==> src/rtl/mac_package.sv <==
// Shared types and constants for the MAC engine and its iteration sequencer.
//   state_fsm_t    : sequencer FSM state encoding
//   ctrl_engine_t  : sequencer -> engine control bundle
//   flags_engine_t : engine -> sequencer status bundle
//   ctrl_seq_t     : job configuration latched by the sequencer at start
package mac_package;

  localparam int unsigned MAC_CNT_LEN = 1024;
  localparam int unsigned MAC_LEN_W   = $clog2(MAC_CNT_LEN) + 1;
  localparam int unsigned MAC_ITER_W  = 32;  // widest supported iteration count

  typedef enum logic [2:0] {
    FSM_IDLE      = 3'd0,
    FSM_START     = 3'd1,
    FSM_COMPUTE   = 3'd2,
    FSM_WAIT      = 3'd3,
    FSM_UPDATEIDX = 3'd4,
    FSM_TERMINATE = 3'd5
  } state_fsm_t;

  typedef struct packed {
    logic                 clear;
    logic                 enable;
    logic                 start;
    logic                 simple_mul;
    logic [4:0]           shift;
    logic [MAC_LEN_W-1:0] len;
  } ctrl_engine_t;

  typedef struct packed {
    logic acc_done;
  } flags_engine_t;

  typedef struct packed {
    logic [MAC_ITER_W-1:0] nb_iter;
    logic [MAC_LEN_W-1:0]  len;
    logic [4:0]            shift;
    logic                  simple_mul;
  } ctrl_seq_t;

endpackage

==> src/rtl/mac_iter_addrgen.sv <==
// Iteration counter and A/B/C/D address generator.
//   load_i : capture bases and stride, zero the counter
//   step_i : A/B += stride, C/D += 4 (mod 2^32), counter += 1
//   clear_i: synchronous zero of everything, wins over load/step
// Outputs hold their value between strobes.
module mac_iter_addrgen #(
  parameter int unsigned NB_ITER_W = 16
) (
  input  logic                 clk_i,
  input  logic                 rst_i,
  input  logic                 clear_i,
  input  logic                 load_i,
  input  logic                 step_i,
  input  logic [31:0]          base_a_i,
  input  logic [31:0]          base_b_i,
  input  logic [31:0]          base_c_i,
  input  logic [31:0]          base_d_i,
  input  logic [31:0]          stride_i,
  output logic [31:0]          addr_a_o,
  output logic [31:0]          addr_b_o,
  output logic [31:0]          addr_c_o,
  output logic [31:0]          addr_d_o,
  output logic [NB_ITER_W-1:0] iter_cnt_o
);

  logic [31:0] stride_q;

  always_ff @(posedge clk_i or posedge rst_i) begin
    if (rst_i) begin
      addr_a_o   <= '0;
      addr_b_o   <= '0;
      addr_c_o   <= '0;
      addr_d_o   <= '0;
      stride_q   <= '0;
      iter_cnt_o <= '0;
    end else if (clear_i) begin
      addr_a_o   <= '0;
      addr_b_o   <= '0;
      addr_c_o   <= '0;
      addr_d_o   <= '0;
      stride_q   <= '0;
      iter_cnt_o <= '0;
    end else if (load_i) begin
      addr_a_o   <= base_a_i;
      addr_b_o   <= base_b_i;
      addr_c_o   <= base_c_i;
      addr_d_o   <= base_d_i;
      stride_q   <= stride_i;
      iter_cnt_o <= '0;
    end else if (step_i) begin
      // C and D hold one 32-bit result word per scalar product
      addr_a_o   <= addr_a_o + stride_q;
      addr_b_o   <= addr_b_o + stride_q;
      addr_c_o   <= addr_c_o + 32'd4;
      addr_d_o   <= addr_d_o + 32'd4;
      iter_cnt_o <= iter_cnt_o + NB_ITER_W'(1);
    end
  end

endmodule

==> src/rtl/mac_iter_sequencer.sv <==
// Job sequencer for the MAC engine: runs nb_iter scalar products of length
// len_iter, each one clear -> request/start -> accumulate -> drain to D sink.
//   clk_i/rst_i/clear_i      : clock, async reset, sync soft clear
//   start_i + job config     : nb_iter, len_iter, shift, simple_mul, bases, stride
//   src_ready_i / src_req_o  : streamer handshake (request is a 1-cycle pulse)
//   addr_[abcd]_o            : addresses of the current iteration
//   ctrl_engine_o / flags_engine_i : engine control and acc_done status
//   sink_done_i              : D sink finished writing the current result
//   busy_o, done_o, state_o  : status
module mac_iter_sequencer
  import mac_package::*;
#(
  parameter int unsigned CNT_LEN   = MAC_CNT_LEN,
  parameter int unsigned NB_ITER_W = 16
) (
  input  logic                       clk_i,
  input  logic                       rst_i,
  input  logic                       clear_i,
  input  logic                       start_i,
  input  logic [NB_ITER_W-1:0]       nb_iter_i,
  input  logic [$clog2(CNT_LEN):0]   len_iter_i,
  input  logic [4:0]                 shift_i,
  input  logic                       simple_mul_i,
  input  logic [31:0]                base_a_i,
  input  logic [31:0]                base_b_i,
  input  logic [31:0]                base_c_i,
  input  logic [31:0]                base_d_i,
  input  logic [31:0]                stride_i,
  input  logic                       src_ready_i,
  output logic                       src_req_o,
  output logic [31:0]                addr_a_o,
  output logic [31:0]                addr_b_o,
  output logic [31:0]                addr_c_o,
  output logic [31:0]                addr_d_o,
  output ctrl_engine_t               ctrl_engine_o,
  input  flags_engine_t              flags_engine_i,
  input  logic                       sink_done_i,
  output logic                       busy_o,
  output logic                       done_o,
  output state_fsm_t                 state_o
);

  state_fsm_t           state_q, state_d;
  ctrl_seq_t            cfg_q;
  logic                 first_q;      // first cycle of FSM_START (engine clear)
  logic                 sink_seen_q;  // sink_done that arrived during COMPUTE
  logic                 zero_done_q;  // empty job: done pulse one cycle after start
  logic                 load, step, req, eng_clear, zero_job;
  logic [NB_ITER_W-1:0] iter_cnt, iter_nxt;

  assign zero_job = (nb_iter_i == '0) || (len_iter_i == '0);
  assign iter_nxt = iter_cnt + NB_ITER_W'(1);

  always_comb begin
    state_d   = state_q;
    load      = 1'b0;
    step      = 1'b0;
    req       = 1'b0;
    eng_clear = 1'b0;
    unique case (state_q)
      FSM_IDLE: begin
        if (start_i) begin
          load = 1'b1;
          if (!zero_job) state_d = FSM_START;
        end
      end
      FSM_START: begin
        if (first_q) begin
          eng_clear = 1'b1;
        end else if (src_ready_i) begin
          req     = 1'b1;
          state_d = FSM_COMPUTE;
        end
      end
      FSM_COMPUTE: if (flags_engine_i.acc_done) state_d = FSM_WAIT;
      FSM_WAIT:    if (sink_done_i || sink_seen_q) state_d = FSM_UPDATEIDX;
      FSM_UPDATEIDX: begin
        step    = 1'b1;
        state_d = (MAC_ITER_W'(iter_nxt) == cfg_q.nb_iter) ? FSM_TERMINATE : FSM_START;
      end
      FSM_TERMINATE: state_d = FSM_IDLE;
      default:       state_d = FSM_IDLE;
    endcase
    // soft clear overrides everything in this cycle
    if (clear_i) begin
      state_d = FSM_IDLE;
      load    = 1'b0;
      step    = 1'b0;
      req     = 1'b0;
    end
  end

  always_ff @(posedge clk_i or posedge rst_i) begin
    if (rst_i) begin
      state_q     <= FSM_IDLE;
      cfg_q       <= '0;
      first_q     <= 1'b0;
      sink_seen_q <= 1'b0;
      zero_done_q <= 1'b0;
    end else if (clear_i) begin
      state_q     <= FSM_IDLE;
      cfg_q       <= '0;
      first_q     <= 1'b0;
      sink_seen_q <= 1'b0;
      zero_done_q <= 1'b0;
    end else begin
      state_q     <= state_d;
      if (load) begin
        cfg_q <= '{nb_iter:    MAC_ITER_W'(nb_iter_i),
                   len:        MAC_LEN_W'(len_iter_i),
                   shift:      shift_i,
                   simple_mul: simple_mul_i};
      end
      zero_done_q <= load && zero_job;
      first_q     <= (state_d == FSM_START) && (state_q != FSM_START);
      if (state_d == FSM_UPDATEIDX)
        sink_seen_q <= 1'b0;
      else if (state_q == FSM_COMPUTE && sink_done_i)
        sink_seen_q <= 1'b1;
    end
  end

  mac_iter_addrgen #(.NB_ITER_W(NB_ITER_W)) u_addrgen (
    .clk_i      (clk_i),
    .rst_i      (rst_i),
    .clear_i    (clear_i),
    .load_i     (load),
    .step_i     (step),
    .base_a_i   (base_a_i),
    .base_b_i   (base_b_i),
    .base_c_i   (base_c_i),
    .base_d_i   (base_d_i),
    .stride_i   (stride_i),
    .addr_a_o   (addr_a_o),
    .addr_b_o   (addr_b_o),
    .addr_c_o   (addr_c_o),
    .addr_d_o   (addr_d_o),
    .iter_cnt_o (iter_cnt)
  );

  assign src_req_o  = req;
  assign busy_o     = (state_q != FSM_IDLE);
  assign done_o     = zero_done_q || (state_q == FSM_TERMINATE);
  assign state_o    = state_q;

  always_comb begin
    ctrl_engine_o            = '0;
    ctrl_engine_o.clear      = eng_clear;
    ctrl_engine_o.enable     = busy_o;
    ctrl_engine_o.start      = req;
    ctrl_engine_o.simple_mul = cfg_q.simple_mul;
    ctrl_engine_o.shift      = cfg_q.shift;
    ctrl_engine_o.len        = cfg_q.len;
  end

endmodule

==> config.mk <==
export PLATFORM = sky130hd
export DESIGN_NAME = mac_iter_sequencer
export DESIGN_NICKNAME = d
export VERILOG_FILES = /design/src/rtl/mac_package.sv /design/src/rtl/mac_iter_addrgen.sv /design/src/rtl/mac_iter_sequencer.sv
export SDC_FILE = /design/constraint.sdc
export NUM_CORES = 1
export LEC_CHECK = 0
export ABC_CLOCK_PERIOD_IN_PS = 14100
export BUFFER_PORTS_ARGS = -buffer_cell sky130_fd_sc_hd__buf_2
export CAP_MARGIN = 20
export CORE_MARGIN = 1.5
export CORE_UTILIZATION = 35
export CTS_CLUSTER_DIAMETER = 80
export CTS_CLUSTER_SIZE = 10
export DETAILED_ROUTE_END_ITERATION = 8
export PLACE_DENSITY = 0.58
export SYNTH_ARGS = -nofsm -noshare
export SYNTH_HDL_FRONTEND = slang
export SYNTH_HIERARCHICAL = 1
export SYNTH_SLANG_ARGS = --single-unit
==> constraint.sdc <==
create_clock -name clk_i -period 14.1 [get_ports clk_i]
set_input_delay 2.82 -clock clk_i [delete_from_list [all_inputs] [get_ports clk_i]]
set_output_delay 2.82 -clock clk_i [all_outputs]
set_load 0.01 [all_outputs]
# Word level (Yosys, flattened, before mapping)
# Index checks and enable logic that the tools add are counted.
[classes]
addsub = 5
eq_ne = 9
mux = 45
reduce_logical = 13
[op_table]
columns = ["cell", "count"]
rows = [
  ["32-bit 2-to-1 mux", 14],
  ["49-bit 2-to-1 mux", 2],
  ["32-bit by 3-bit adder with 32-bit output, second input constant", 2],
  ["32-bit adder", 2],
  ["16-bit 2-to-1 mux", 3],
  ["16-bit by 32-bit == test with 1-bit output", 1],
  ["3-bit 2-to-1 mux", 9],
  ["16-bit by 1-bit adder with 16-bit output, second input constant", 1],
  ["16-bit logical NOT", 1],
  ["1-bit 2-to-1 mux", 16],
  ["3-bit one-hot mux with 5 select lines", 1],
  ["11-bit logical NOT", 1],
  ["3-bit == test, second input constant", 3],
  ["3-bit nonzero test", 3],
  ["3-bit by 1-bit == test with 1-bit output, second input constant", 2],
  ["3-bit by 2-bit == test with 1-bit output, second input constant", 2],
  ["1-bit logical AND", 3],
  ["3-bit logical NOT", 1],
  ["1-bit logical OR", 3],
  ["3-bit by 1-bit != test with 1-bit output, second input constant", 1],
  ["2-bit nonzero test", 1],
]
[word_totals]
reg_bits = 231
out_inout_bits = 154
elab_cells = 86

# Longest topological paths before layout
[depth]
ltp_word = 9
mapped_depth = 14

# Hierarchy
# The synthesis kept the hierarchy.
[by_module_without_submodules]
columns = ["mod", "instances", "cells_each", "area_each_um2", "seq_area_each_um2"]
rows = [
  ["mac_iter_addrgen", 1, 1405, 11970.2, 4404.2],
  ["mac_iter_sequencer", 1, 291, 2439.8, 975.9],
]

# Worst setup path after synthesis
# Ideal clock, no wire load.
[synth_timing]
path_kind = "input-to-output"
from = "input port clear_i"
to = "output port ctrl_engine_o[17] in the netlist's numbering"
arrival_ps = 3709
required_time_ps = 11280
path_slack_ps = 7571
stages = 3
n_path_buf = 2
cell_sequence = "clkbuf_1 > nor4_1 > buf_4"
[synth_via]
elab_chain_len = 1
[synth_rtl]
columns = ["element", "line_no", "rtl"]
rows = [
  ["start, declared", "mac_iter_sequencer.sv:18", "input logic clear_i,"],
  ["1-bit 2-to-1 mux", "mac_iter_sequencer.sv:85", "if (clear_i) begin"],
  ["end, declared", "mac_iter_sequencer.sv:35", "output ctrl_engine_t ctrl_engine_o,"],
]
# No other way between the ends.

==> summary.txt <==
Critical path
  • Critical path startpoint category: input port
  • Worst setup EP type: output port
  • Max FO, Critical Path: 75
  • Critical path required time: 11.28 ns
  • CP arrival: 3.71 ns
  • Worst Setup Path Type: in -> out

Synth
  • Syn Inst Count: 1696
  • Main synth FF type: dfrtp_1
  • Synth Area in Simple Gates: 0.202
  • Syn_area_per_cell: 8.50 sq um
  • Post-synthesis adder-cell area fraction: 0.0601
  • Cell variety after synth: 90
  • Mux contribution to synthesized area: 0.0418
  • Register area share after synthesis: 0.373
  • Mapped cell area: 14400 sq um
  • FF+latch count, synth: 215
  • Number of flops mapped to enable cells by yosys: 0
  • Async SR Flop Fraction: 1.00
  • Syn nets: 1964
  • Compound-Gate Fraction of Synth Area: 0.203
  • Post-synthesis xor/xnor area fraction: 0.0729
  • Yosys warns: 6
  • Largest family of logic cells by synthesized area: compound AO/OA/AOI/OAI gates

Layout
  • Fillers: 4131
  • Seq. cell area: 5380 sq um
  • Synth-to-Final Area Change: 19.4%
  • Layout Utilization: 0.423
  • Area of the multi-input gates: 8370 sq um
  • Layout cell share with drive strength beyond 1: 0.225
  • Nets: 2250

Timing
  • Worst Clk Skew: 0.0165 ns
  • Worst-margin pin slew: 1.07 ns
  • Slew margin rel.: 0.289
  • RSZ-0062 raised after global routing: no
  • Minimum clock period: 6.53 ns
  • Final Hold Fails: 0
  • Fin. max-slew vios: 0
  • Final setup viols: 0
  • Fin crit share: 0.463
  • Fmax: 153 MHz
  • Setup TNS: 0 ns

Global routing
  • Met1 GRT Util: 0.286
  • Total track usage: 0.213
  • Congestion Overflow GR: 0
  • Initial antenna violation count: 2
  • Met3 Usage GRT: 0.0295
  • First-pass GRT wire length: 72.1 mm
  • GR peak layer: met2
  • Vias in the first global route: 13287
  • Met2 Use GR: 0.358
  • Largest net degree at the start of global routing: 119

Power and ir drop
  • LEAKAGE: 0.00827 uW
  • Max IR drop VDD: 0.0664 mV
  • Power Density: 94.6 nW/um^2
  • Tot Pwr: 1630 uW

Floorplan
  • # IOs: 354
  • Initial Utilization: 0.354
  • Die Wd: 206 um
  • Die H: 206 um
  • Placement Rows: 74
  • Die area: 42400 sq um
  • Total core area: 40700 sq um

Clock tree
  • Num CTS Buffers: 26
  • Post-CTS Setup Repair Bufs: 0
  • Clock sinks: 215
  • Max H-tree Level: 1
  • Clock-pin transition on the worst setup and hold timing paths: 0.05 ns
  • Clock latency on the worst-skew pair: 0.55 ns
  • # hold bufs at CTS: 0
  • Root buf cell: clkbuf_16
  • CTS tree: yes
  • Post-CTS sizing: 0
  • Clk buf depth: 3

Placement
  • Placed wire-length estimate: 33.1 mm
  • RD Place Congestion: 0.894
  • IO buf count: 353

Drt
  • Post-Route WL: 46.3 mm
  • Avg Vias per Cell: 5.41
  • ANT nets after route: 0
  • Drt pass-1 iters: 5
  • Via count: 13632
  • DR iter-0 viols: 821
  • DRC viols: 0
  • WL/cell: 18.4 um

Run
  • MaxCap Viol Count: 0

Run status
  • Status: completed

Min path
  • Hold WC Path Type: reg -> reg
## stage by stage
stage               cell area (sq um)  instances  hold WS (ns)  setup WS [ns]
floorplan                       14400       1696         0.502           6.51
global route                    17200       2517         0.540           7.45
finish                          17200       2519         0.523           7.57
global placement                16500       2486         0.499           7.56
CTS                             17200       2517         0.523           7.54
detailed placement              16500       2486         0.512           7.54
## power by group
group          total (uW)  switching, uW  internal [uW]
sequential            686           36.2            650
combinational         295            178            117
clock                 647            270            377
## cell usage in the layout (no fill, tap or decap), types with 28 or more instances in the layout
cell / instances
xor2_1: 64
a21oi_1: 210
buf_2: 352
nand2_1: 176
o21ai_0: 71
nor2_1: 229
inv_1: 39
dfrtp_1: 215
mux2i_1: 59
nand3_1: 39
nand4_1: 28
xnor2_1: 56
nor3_1: 28
ha_1: 66
## critical path: stages
cell and delay (ns):
buf_6 0.23, nor4_1 0.41, buf_2 0.21
## metal layers
metal  vias to the layer above  part of all wire
li1                       6585                 -
met1                      6558              0.44
met2                       425              0.48
met3                        62             0.059
met4                         2             0.019
met5                         -           0.00037
## flip-flops by register name (all words and copies together), names as in the netlist, 3 cells and up
signal and cells:
u_addrgen/addr_c_o 32, cfg_q 16, u_addrgen/stride_q 32, u_addrgen/addr_d_o 32
u_addrgen/addr_a_o 32, u_addrgen/addr_b_o 32, u_addrgen/iter_cnt_o 16, ctrl_engine_o 17
state_o 3
## kinds of logic (layout without fill, tap and decap cells)
kind of cell / Yosys count / after routing
compound gates: 460 / 460
flops: 215 / 215
simple gates: 624 / 624
fa+ha+maj: 68 / 68
mux: 60 / 60
buf+inv: 149 / 438
other cells: 0 / 2
xor+xnor: 120 / 120
## final timing paths
kind,to,slack [ns],start,cells after the start
worst max-delay path,ctrl_engine_o[17],7.57,clear_i,3
min in group asynchronous,state_o[1],2.46,rst_i,3
worst max register to register,u_addrgen/addr_c_o[26],10.02,state_o[1],13
worst min-delay path,ctrl_engine_o[5],0.52,ctrl_engine_o[5],2
max in group asynchronous,u_addrgen/addr_c_o[25],10.12,rst_i,3
worst min register to register,ctrl_engine_o[5],0.52,ctrl_engine_o[5],2
## cell type report
| class | instances | area share |
|---|---|---|
| Multi-Input combinational cell | 1332 | 0.486 |
| Sequential cell | 215 | 0.313 |
| Timing Repair Buffer | 367 | 0.109 |
| Clock buffer | 28 | 0.0401 |
| Tap cell | 532 | 0.0387 |
| Inverter | 40 | 0.00916 |
| Clock inverter | 3 | 0.00393 |
| Antenna cell | 2 | 0.000291 |
## synthesized netlist by cell type, drive strengths merged (11+ instances only)
library cell / number / area, sq um
a21o: 27 / 215
nor2b: 22 / 140
a22oi: 19 / 143
nor2: 231 / 867
and3: 22 / 138
and4: 11 / 96.3
xnor2: 56 / 490
a31oi: 19 / 125
nand2: 177 / 667
inv: 40 / 150
nand4: 30 / 209
or3: 11 / 70.1
a21oi: 214 / 1090
ha: 66 / 826
buf: 37 / 226
dfrtp: 215 / 5380
a211oi: 13 / 103
mux2i: 59 / 591
clkbuf: 71 / 298
a221oi: 18 / 188
nor4: 14 / 93.8
o21ai: 79 / 403
nor3: 29 / 145
xor2: 64 / 561
nand3: 40 / 205
(Power assumes the default switching activity.)
